**src/rtl/bram_port_arbiter.sv**
```systemverilog
`default_nettype none
// ============================================================================
// Module   : bram_port_arbiter
// Purpose  : Round-robin, lockable write/read arbiter for a shared SDP BRAM.
// Revision : 1.0
// ============================================================================
module bram_port_arbiter #(
  parameter int ADDR_WIDTH = 15,
  parameter int DATA_WIDTH = 256,
  parameter int NUM_WR     = 2,
  parameter int NUM_RD     = 4
) (
  input  logic                         clk,
  input  logic                         rst_n,
  input  logic [NUM_WR-1:0]            wr_req,
  input  logic [NUM_WR-1:0]            wr_lock,
  input  logic [NUM_WR*ADDR_WIDTH-1:0] wr_addr,
  input  logic [NUM_WR*DATA_WIDTH-1:0] wr_data,
  output logic [NUM_WR-1:0]            wr_gnt,
  input  logic [NUM_RD-1:0]            rd_req,
  input  logic [NUM_RD-1:0]            rd_lock,
  input  logic [NUM_RD*ADDR_WIDTH-1:0] rd_addr,
  output logic [NUM_RD-1:0]            rd_gnt,
  output logic                         rd_rvalid,
  output logic [NUM_RD-1:0]            rd_rid,
  output logic [DATA_WIDTH-1:0]        rd_rdata,
  output logic                         bram_we_a,
  output logic [ADDR_WIDTH-1:0]        bram_addr_a,
  output logic [DATA_WIDTH-1:0]        bram_din_a,
  output logic [ADDR_WIDTH-1:0]        bram_addr_b,
  input  logic [DATA_WIDTH-1:0]        bram_dout_b
);

  localparam int c_WR_IW = (NUM_WR > 1) ? $clog2(NUM_WR) : 1;
  localparam int c_RD_IW = (NUM_RD > 1) ? $clog2(NUM_RD) : 1;

  function automatic int f_wrap(input int v, input int n);
    f_wrap = (v >= n) ? v - n : v;
  endfunction

  logic [ADDR_WIDTH-1:0] w_wr_addr_arr [NUM_WR];
  logic [DATA_WIDTH-1:0] w_wr_data_arr [NUM_WR];
  logic [ADDR_WIDTH-1:0] w_rd_addr_arr [NUM_RD];

  for (genvar g = 0; g < NUM_WR; g++) begin : g_wr_unpack
    assign w_wr_addr_arr[g] = wr_addr[g*ADDR_WIDTH +: ADDR_WIDTH];
    assign w_wr_data_arr[g] = wr_data[g*DATA_WIDTH +: DATA_WIDTH];
  end

  for (genvar g = 0; g < NUM_RD; g++) begin : g_rd_unpack
    assign w_rd_addr_arr[g] = rd_addr[g*ADDR_WIDTH +: ADDR_WIDTH];
  end

  logic [c_WR_IW-1:0]    r_wr_ptr, r_wr_owner, w_wr_sel, w_wr_idx;
  logic [c_RD_IW-1:0]    r_rd_ptr, r_rd_owner, w_rd_sel, w_rd_idx;
  logic                  r_wr_locked, r_rd_locked;
  logic                  w_wr_hit, w_rd_hit, w_wr_go, w_rd_go, w_collide;
  logic                  r_rd_rvalid;
  logic [NUM_RD-1:0]     r_rd_rid;
  logic [ADDR_WIDTH-1:0] r_rd_addr_last;

  // Descending scan so the nearest requester at or after the pointer wins.
  always_comb begin
    w_wr_hit = 1'b0;
    w_wr_sel = '0;
    w_wr_idx = '0;
    if (r_wr_locked) begin
      w_wr_sel = r_wr_owner;
      w_wr_hit = wr_req[r_wr_owner];
    end else begin
      for (int k = NUM_WR - 1; k >= 0; k--) begin
        w_wr_idx = c_WR_IW'(f_wrap(int'(r_wr_ptr) + k, NUM_WR));
        if (wr_req[w_wr_idx]) begin
          w_wr_sel = w_wr_idx;
          w_wr_hit = 1'b1;
        end
      end
    end
  end

  always_comb begin
    w_rd_hit = 1'b0;
    w_rd_sel = '0;
    w_rd_idx = '0;
    if (r_rd_locked) begin
      w_rd_sel = r_rd_owner;
      w_rd_hit = rd_req[r_rd_owner];
    end else begin
      for (int k = NUM_RD - 1; k >= 0; k--) begin
        w_rd_idx = c_RD_IW'(f_wrap(int'(r_rd_ptr) + k, NUM_RD));
        if (rd_req[w_rd_idx]) begin
          w_rd_sel = w_rd_idx;
          w_rd_hit = 1'b1;
        end
      end
    end
  end

  // A read of the address being written this cycle waits one cycle.
  assign w_wr_go   = rst_n && w_wr_hit;
  assign w_collide = w_wr_go && (w_rd_addr_arr[w_rd_sel] == w_wr_addr_arr[w_wr_sel]);
  assign w_rd_go   = rst_n && w_rd_hit && !w_collide;

  always_comb begin
    wr_gnt = '0;
    rd_gnt = '0;
    if (w_wr_go) wr_gnt[w_wr_sel] = 1'b1;
    if (w_rd_go) rd_gnt[w_rd_sel] = 1'b1;
  end

  assign bram_we_a   = w_wr_go;
  assign bram_addr_a = w_wr_addr_arr[w_wr_sel];
  assign bram_din_a  = w_wr_data_arr[w_wr_sel];
  assign bram_addr_b = w_rd_go ? w_rd_addr_arr[w_rd_sel] : r_rd_addr_last;
  assign rd_rvalid   = r_rd_rvalid;
  assign rd_rid      = r_rd_rid;
  assign rd_rdata    = bram_dout_b;

  always_ff @(posedge clk) begin
    if (!rst_n) begin
      r_wr_ptr       <= '0;
      r_wr_owner     <= '0;
      r_wr_locked    <= 1'b0;
      r_rd_ptr       <= '0;
      r_rd_owner     <= '0;
      r_rd_locked    <= 1'b0;
      r_rd_rvalid    <= 1'b0;
      r_rd_rid       <= '0;
      r_rd_addr_last <= '0;
    end else begin
      if (w_wr_go) begin
        r_wr_ptr    <= c_WR_IW'(f_wrap(int'(w_wr_sel) + 1, NUM_WR));
        r_wr_locked <= wr_lock[w_wr_sel];
        r_wr_owner  <= w_wr_sel;
      end
      if (w_rd_go) begin
        r_rd_ptr       <= c_RD_IW'(f_wrap(int'(w_rd_sel) + 1, NUM_RD));
        r_rd_locked    <= rd_lock[w_rd_sel];
        r_rd_owner     <= w_rd_sel;
        r_rd_addr_last <= w_rd_addr_arr[w_rd_sel];
      end
      r_rd_rvalid <= w_rd_go;
      r_rd_rid    <= rd_gnt;
    end
  end

endmodule
`default_nettype wire

```
**config.mk**
```make
export PLATFORM = sky130hd
export DESIGN_NAME = bram_port_arbiter
export DESIGN_NICKNAME = d
export VERILOG_FILES = /design/src/rtl/bram_port_arbiter.sv
export SDC_FILE = /design/constraint.sdc
export NUM_CORES = 1
export LEC_CHECK = 0
export CAP_MARGIN = 20
export CORE_AREA = 2 2 561 563
export DETAILED_ROUTE_END_ITERATION = 8
export DIE_AREA = 0 0 563 565
export GPL_TIMING_DRIVEN = 0
export SLEW_MARGIN = 5
export SYNTH_ARGS = -nofsm -noshare
export SYNTH_HDL_FRONTEND = slang
export SYNTH_SLANG_ARGS = --single-unit
```
**constraint.sdc**
```tcl
create_clock -name clk -period 7.3 [get_ports clk]
set_clock_uncertainty 0.2 [all_clocks]
set_input_delay 1.46 -clock clk [delete_from_list [all_inputs] [get_ports clk]]
set_output_delay 1.46 -clock clk [all_outputs]
set_load 0.01 [all_outputs]
```
==> out/metrics.csv, run 1 <==
stage,metric,value,unit
status,outcome,"finished, final reports clean",
critical_path,CP Capture Type,output pin,
cts,CTS tree,built,
global_routing,GRT Max-Usage Layer,met2,
global_routing,first-pass GRT wire length,253000,µm
placement,HPWL after DPL,220000,µm
floorplanning,Die H,565,µm
logic_synthesis,syn_nets,1745,
critical_path,Critical Path AT,5.49,ns
critical_path,Worst Path Required,5.64,ns
logic_synthesis,"EDFF count, synth",0,
cts,CTS root buf,clkbuf_16,
power,Final Power,3.84,mW
global_routing,vias in the first global route,12700,
timing,"Period Utilization, post-route",0.979,
cts,CTS max path bufs,2,
global_routing,largest net degree at the start of global routing,16,
timing,Fmax,140,MHz
global_routing,routing usage on met1,0.153,
run,max_cap viols,0,
logic_synthesis,Mapped Avg Cell Area,8.82,µm²
drt,vias,13200,
timing,Final setup viols,0,
placement,gp weighted congestion,1.01,
cts,H-tree levels,1,
global_routing,initial antenna violation count,237,
power,PD cells,153,nW/µm²
floorplanning,Chip Width,563,µm
logic_synthesis,post-synthesis cell count,869,
hold_path,Hold Path Class,flip-flop to flip-flop,
final_layout,Final #Nets,2932,
critical_path,CP bufs+invs,6,
floorplanning,Initial Util,0.0246,
placement,dpl ws,-1.41,ns
final_layout,final core utilization,0.0806,
logic_synthesis,"flops & latches, synth",28,
final_layout,layout cell share with drive strength beyond 1,0.301,
timing,endpoints failing hold,0,
floorplanning,Core Area,311000,µm²
timing,RSZ-0062 raised after global routing,no,
drt,initial DRC count,826,
critical_path,Critical Path Fanout Max,10,
timing,final setup margin,0.152,ns
global_routing,global-route track usage on met3,0.0960,
cts,worst skew pair latency,0.27,ns
logic_synthesis,part of the Yosys area used for sequential elements,0.0731,
critical_path,Top delay family on crit path,buffers and inverters,
placement,Post-Place Cells,6187,
critical_path,Worst path slowest cell,clkdlybuf4s50_1,
drt,Routed wire per std cell,36.7,µm
timing,Slew @ Worst Pin,1.10,ns
cts,clock slew at reported path FFs,0.07,ns
timing,setup TNS,0,ns
drt,final WL,229000,µm
logic_synthesis,YS warnings,0,
drt,drc violations,0,
placement,PortBufs,1169,
cts,CTS Sinks,28,
global_routing,routing usage on met2,0.215,
floorplanning,I/O pin count,1426,
logic_synthesis,"Primary FF master, synth",dfxtp_1,
critical_path,Startpoint Class,primary input,
floorplanning,die footprint,318000,µm²
final_layout,final non-filler cell total,6237,
drt,Pre-antenna DRT Iters,5,
final_layout,area grow syn2layout,227,%
critical_path,CP Class,primary input to output pin,
logic_synthesis,library cells used by synthesis,58,
drt,DR vias/cell,2.11,
critical_path,slowest cell delay on critical path,1.06,ns
power,maximum vdd drop,0.120,mV
floorplanning,site row count,205,
logic_synthesis,Synth Cell Area,7670,µm²
global_routing,Tot GR Track Use,0.136,
global_routing,total gr overflow,0,
logic_synthesis,ys async rst share,0,
critical_path,R2R Setup Slk,3.36,ns
critical_path,crit path cell chain,clkdlybuf4s50_1 > nand2b_1 > o21ai_2 > clkbuf_8 > buf_12 > clkbuf_1 > clkbuf_1 > mux2_2 > clkdlybuf4s50_1,
drt,antenna-violating nets left,0,
power,Lkg Pwr,8.24,nW
cts,cts bufs inserted,3,
timing,pins over their slew limit,0,
timing,Rel. slew slack,0.265,
timing,Final Critical Period,7.15,ns
[repair_timing]
action                                  in CTS  in global routing
setup buffers                                3                  0
cloned                                       1                  0
resized for setup                           92                 10
endpoints found under the setup margin      55                 20
pin swaps                                    2                  1
hold buffers                                 0                  0
[final cells by class]
class                      instances  area [µm²]
clock buffer                       4        88.8
antenna                           42         105
fill                           36500      286000
sequential                        28         561
inverter                          14        52.6
multi-input combinational        522        5030
buffer                           305        2180
timing repair buffer            1182       11900
tap                             4140        5180
[per-stage QoR]
stage / hold slack [ns] / area, µm²
finish: 0.277 / 25100
global route: 0.294 / 25000
CTS: 0.278 / 25000
detailed placement: 0.266 / 24800
global placement: 0.257 / 24500
floorplan: 0.245 / 7670
[layout by cell type (no fill, tap or decap), types with 9 or more instances in the layout]
master and instances:
clkdlybuf4s50_1 1147, mux2_2 280, buf_4 263, diode_2 42, mux2i_1 29, dfxtp_1 28
clkbuf_1 27, nand2_1 26, o21ai_0 22, and2_1 18, nand3_1 17, a21oi_1 12
buf_2 12, inv_1 11, and3_1 10, mux2_4 9
[cells in the mapped netlist, types with 2 or more instances]
library cell	n	share of area
nor3_1	3	0.0020
dfxtp_1	28	0.073
clkbuf_1	35	0.017
a311oi_2	2	0.0039
inv_2	3	0.0015
o21a_1	2	0.0020
a211oi_2	2	0.0033
a211oi_1	2	0.0020
inv_1	11	0.0054
o22ai_1	2	0.0016
o21ai_0	22	0.014
and2_1	18	0.015
and3_1	10	0.0082
nor4_1	4	0.0033
o31ai_1	2	0.0020
nor2b_1	3	0.0024
buf_4	260	0.25
a21oi_1	12	0.0078
xor2_1	3	0.0034
buf_2	3	0.0020
nand2b_1	6	0.0049
ha_1	4	0.0065
mux2i_1	40	0.052
buf_1	5	0.0024
a221oi_1	2	0.0023
mux2_2	281	0.41
a31oi_1	2	0.0016
nor2_1	6	0.0029
nand2_1	26	0.013
o21bai_1	2	0.0020
a21o_1	8	0.0078
nand4_1	4	0.0033
mux2_4	8	0.016
a211o_1	2	0.0023
nand3_1	17	0.011
xnor2_1	6	0.0069
buf_6	2	0.0029
[report_power, final]
group,switching (mW),internal (mW)
logic,1.99,1.46
registers,0.0367,0.210
clock network,0.0605,0.0844
[worst register-to-register path, cell delays in order (launching register included)]
cell       delay, ns
dfxtp_1         0.30
buf_4           0.16
and3b_1         0.21
a21o_1          0.23
a211oi_4        0.25
nor2_4          0.10
inv_2           0.16
buf_12          0.25
mux2i_2         0.43
buf_8           0.20
xnor2_1         0.13
nor3_1          0.25
a2bb2oi_1       0.22
a31o_2          0.21
buf_4           0.21
mux2_2          0.35
[sequential cells by signal, indices dropped and copies added (netlist names)]
register / flops
r_rd_locked: 1
r_wr_locked: 1
rd_rvalid: 1
r_wr_owner: 1
r_rd_addr_last: 15
rd_rid: 4
r_wr_ptr: 1
r_rd_ptr: 2
r_rd_owner: 2
[routing by layer]
metal,vias up,wire length (µm)
met5,-,685
met4,106,4800
met3,430,36100
met2,1276,99600
met1,6134,87600
li1,5238,-
[final timing paths]
kind                   endpoint  cells past startpoint          startpoint
min reg2reg  r_rd_addr_last[14]                      2  r_rd_addr_last[14]
max reg2reg  r_rd_addr_last[10]                     15         r_rd_ptr[1]
min          r_rd_addr_last[14]                      2  r_rd_addr_last[14]
max             bram_din_a[121]                      9           wr_req[1]
[cells by family (layout without fill, tap and decap cells)]
kind of cell,count (synthesis),in the layout,synth area share
and+or+nand+nor,102,102,0.0711
muxes,330,330,0.483
xor gates and xnor gates,9,9,0.0103
AOI/OAI and AO/OA,77,77,0.0697
adders and majority gates,4,4,0.00653
buffers and inverters,319,1505,0.286
DFF,28,28,0.0731
other,0,42,0
(Power assumes the default switching activity.)
==> run 2, diff against run 1 <==
- CORE_AREA: 2 2 561 563 -> 2 2 557 559
- DIE_AREA: 0 0 563 565 -> 0 0 559 561
- clock period: 7.3 -> 6.8 ns (I/O delays scaled with it)
==> run 2 against run 1 <==
  * Total power rose by 4.8%
  * Utilization rose by 0.12 points
  * Register-to-register slack got worse by 0.41 ns
  * Sequential power rose by 7%
  * Highest routed layer unchanged
  * Combinational power rose by 4%
==> out/metrics.csv, run 2 (synthesis results as in run 1) <==
stage,metric,value,unit
timing,Hold WS,0.275,ns
cts,CTS max path bufs,2,
final_layout,layout cell share with drive strength beyond 1,0.307,
power,sequential share of power,0.066,
timing,Final Critical Period,6.67,ns
critical_path,Worst path slowest cell,clkdlybuf4s50_1,
power,Lkg Pwr,8.32,nW
drt,drc violations,0,
cts,CTS Sinks,28,
global_routing,first-pass GRT wire length,260000,µm
placement,HPWL after DPL,224000,µm
hold_path,hold endpoint,r_rd_addr_last[5],
drt,Routed wire per std cell,37.4,µm
cts,worst skew pair latency,0.27,ns
cts,CTS root buf,clkbuf_16,
power,Int Power,1.87,mW
critical_path,reg2reg start,r_rd_ptr[1],
power,maximum vdd drop,0.115,mV
final_layout,final core utilization,0.0818,
drt,initial DRC count,823,
drt,vias,13200,
final_layout,Top reg by flops,r_rd_addr_last,
power,switch share,0.534,
global_routing,largest net degree at the start of global routing,16,
floorplanning,Die H,561,µm
cts,CTS tree,built,
floorplanning,die footprint,314000,µm²
critical_path,CP Class,primary input to output pin,
final_layout,fillers,36000,
timing,endpoints failing hold,0,
critical_path,worst reg2reg path depth,14,
drt,DR vias/cell,2.13,
timing,Final setup viols,0,
hold_path,hold_sp,r_rd_addr_last[5],
global_routing,Tot GR Track Use,0.142,
drt,Pre-antenna DRT Iters,5,
critical_path,Worst Path Required,5.24,ns
power,clock power share,0.038,
floorplanning,site row count,204,
floorplanning,I/O pin count,1426,
power,PD cells,160,nW/µm²
critical_path,R2R Setup Slk,2.95,ns
placement,area post-placement,24700,µm²
critical_path,Reg-to-Reg End,r_rd_addr_last[8],
floorplanning,Core Area,308000,µm²
timing,Fmax,150,MHz
timing,"Period Utilization, post-route",0.981,
placement,dpl ws,-1.26,ns
placement,gp weighted congestion,1.09,
global_routing,initial antenna violation count,267,
timing,setup TNS,0,ns
critical_path,crit path cell chain,clkdlybuf4s50_1 > nand2b_1 > o21ai_2 > clkbuf_16 > buf_12 > clkbuf_1 > clkbuf_1 > mux2_2 > clkdlybuf4s50_1,
run,max_cap viols,0,
status,outcome,"finished, final reports clean",
final_layout,"commonest non-fill, non-tap cell in the layout",clkdlybuf4s50_1,
timing,Slew @ Worst Pin,1.13,ns
power,combinational fraction of design power,0.896,
critical_path,Critical Path Fanout Max,10,
power,Net Sw Power,2.15,mW
placement,PortBufs,1169,
final_layout,design area,25200,µm²
cts,clock slew at reported path FFs,0.07,ns
floorplanning,Chip Width,559,µm
final_layout,Final #Nets,2934,
critical_path,CP Capture Type,output pin,
drt,antenna-violating nets left,0,
hold_path,Hold Path Class,flip-flop to flip-flop,
final_layout,max reg flops,15,
global_routing,total gr overflow,0,
timing,pins over their slew limit,0,
cts,H-tree levels,1,
critical_path,Critical Path AT,5.11,ns
critical_path,slowest cell delay on critical path,1.01,ns
timing,final setup margin,0.126,ns
timing,Rel. slew slack,0.244,
final_layout,area grow syn2layout,228,%
global_routing,vias in the first global route,12600,
floorplanning,Initial Util,0.0249,
critical_path,Startpoint Class,primary input,
drt,final WL,233000,µm
cts,cts bufs inserted,3,
final_layout,most frequent cells in the layout,"clkdlybuf4s50_1, mux2_2, buf_4",
hold_path,worst hold path depth,2,
cts,CTS Hold Bufs,0,
-- run 2: worst max-delay path by stage --
stage	start	endpoint	cells after the start
2_1_floorplan	rd_req[3]	bram_addr_b[0]	14
3_3_place_gp	wr_req[0]	bram_addr_b[9]	14
3_5_place_dp	wr_req[0]	bram_addr_b[9]	15
4_1_cts	wr_req[0]	bram_din_a[234]	9
5_1_grt	rd_req[2]	rd_gnt[2]	18
6_report	wr_req[1]	bram_din_a[126]	9
-- run 2: metrics by stage --
step	power [mW]	instances
2_1_floorplan	1.46	869
3_3_place_gp	3.83	6158
3_5_place_dp	3.86	6165
4_1_cts	4.12	6176
5_1_grt	4.23	6195
6_report	4.02	6216
-- run 2: layer usage --
metal	global-route usage	wire, µm
met1	0.147	83000
met2	0.229	103000
met3	0.114	40700
met4	0.0152	5060
met5	0	967
-- run 2: repair_timing --
| item | in CTS | in global routing |
|---|---|---|
| endpoints found under the setup margin | 159 | 20 |
| pin swaps | 4 | 2 |
| gates resized for setup | 108 | 20 |
| buffers inserted | 6 | 2 |
| cloned | 1 | 0 |
-- run 2: power groups by stage --
stage,logic [mW],clock network [mW],registers (mW)
floorplan,1.20,0,0.262
global placement,3.56,0,0.266
detailed placement,3.59,0,0.268
CTS,3.70,0.154,0.264
global route,3.79,0.161,0.273
finish,3.60,0.153,0.265
-- run 2: critical path: cells and delay by family --
family,cells,cell delay (ns)
muxes,1,0.30
AOI/OAI and AO/OA,1,0.24
buffers and inverters,6,3.00
and+or+nand+nor,1,0.10
-- run 2: layout make-up --
cell class | count | area (µm²) | area share
well taps | 4120 | 5150 | 0.205
repair buffers | 1185 | 11900 | 0.474
plain buffers | 304 | 2190 | 0.0869
inverters | 14 | 56.3 | 0.00224
clock buffers | 4 | 88.8 | 0.00353
diodes | 39 | 97.6 | 0.00388
multi-input cells | 522 | 5090 | 0.202
flip-flops and latches | 28 | 561 | 0.0223
==> run 3, diff against run 2 <==
- CTS_CLUSTER_SIZE: unset -> 30
==> results of run 3 <==
Same layout as run 2: the final DEF is identical, and so are final timing and power.
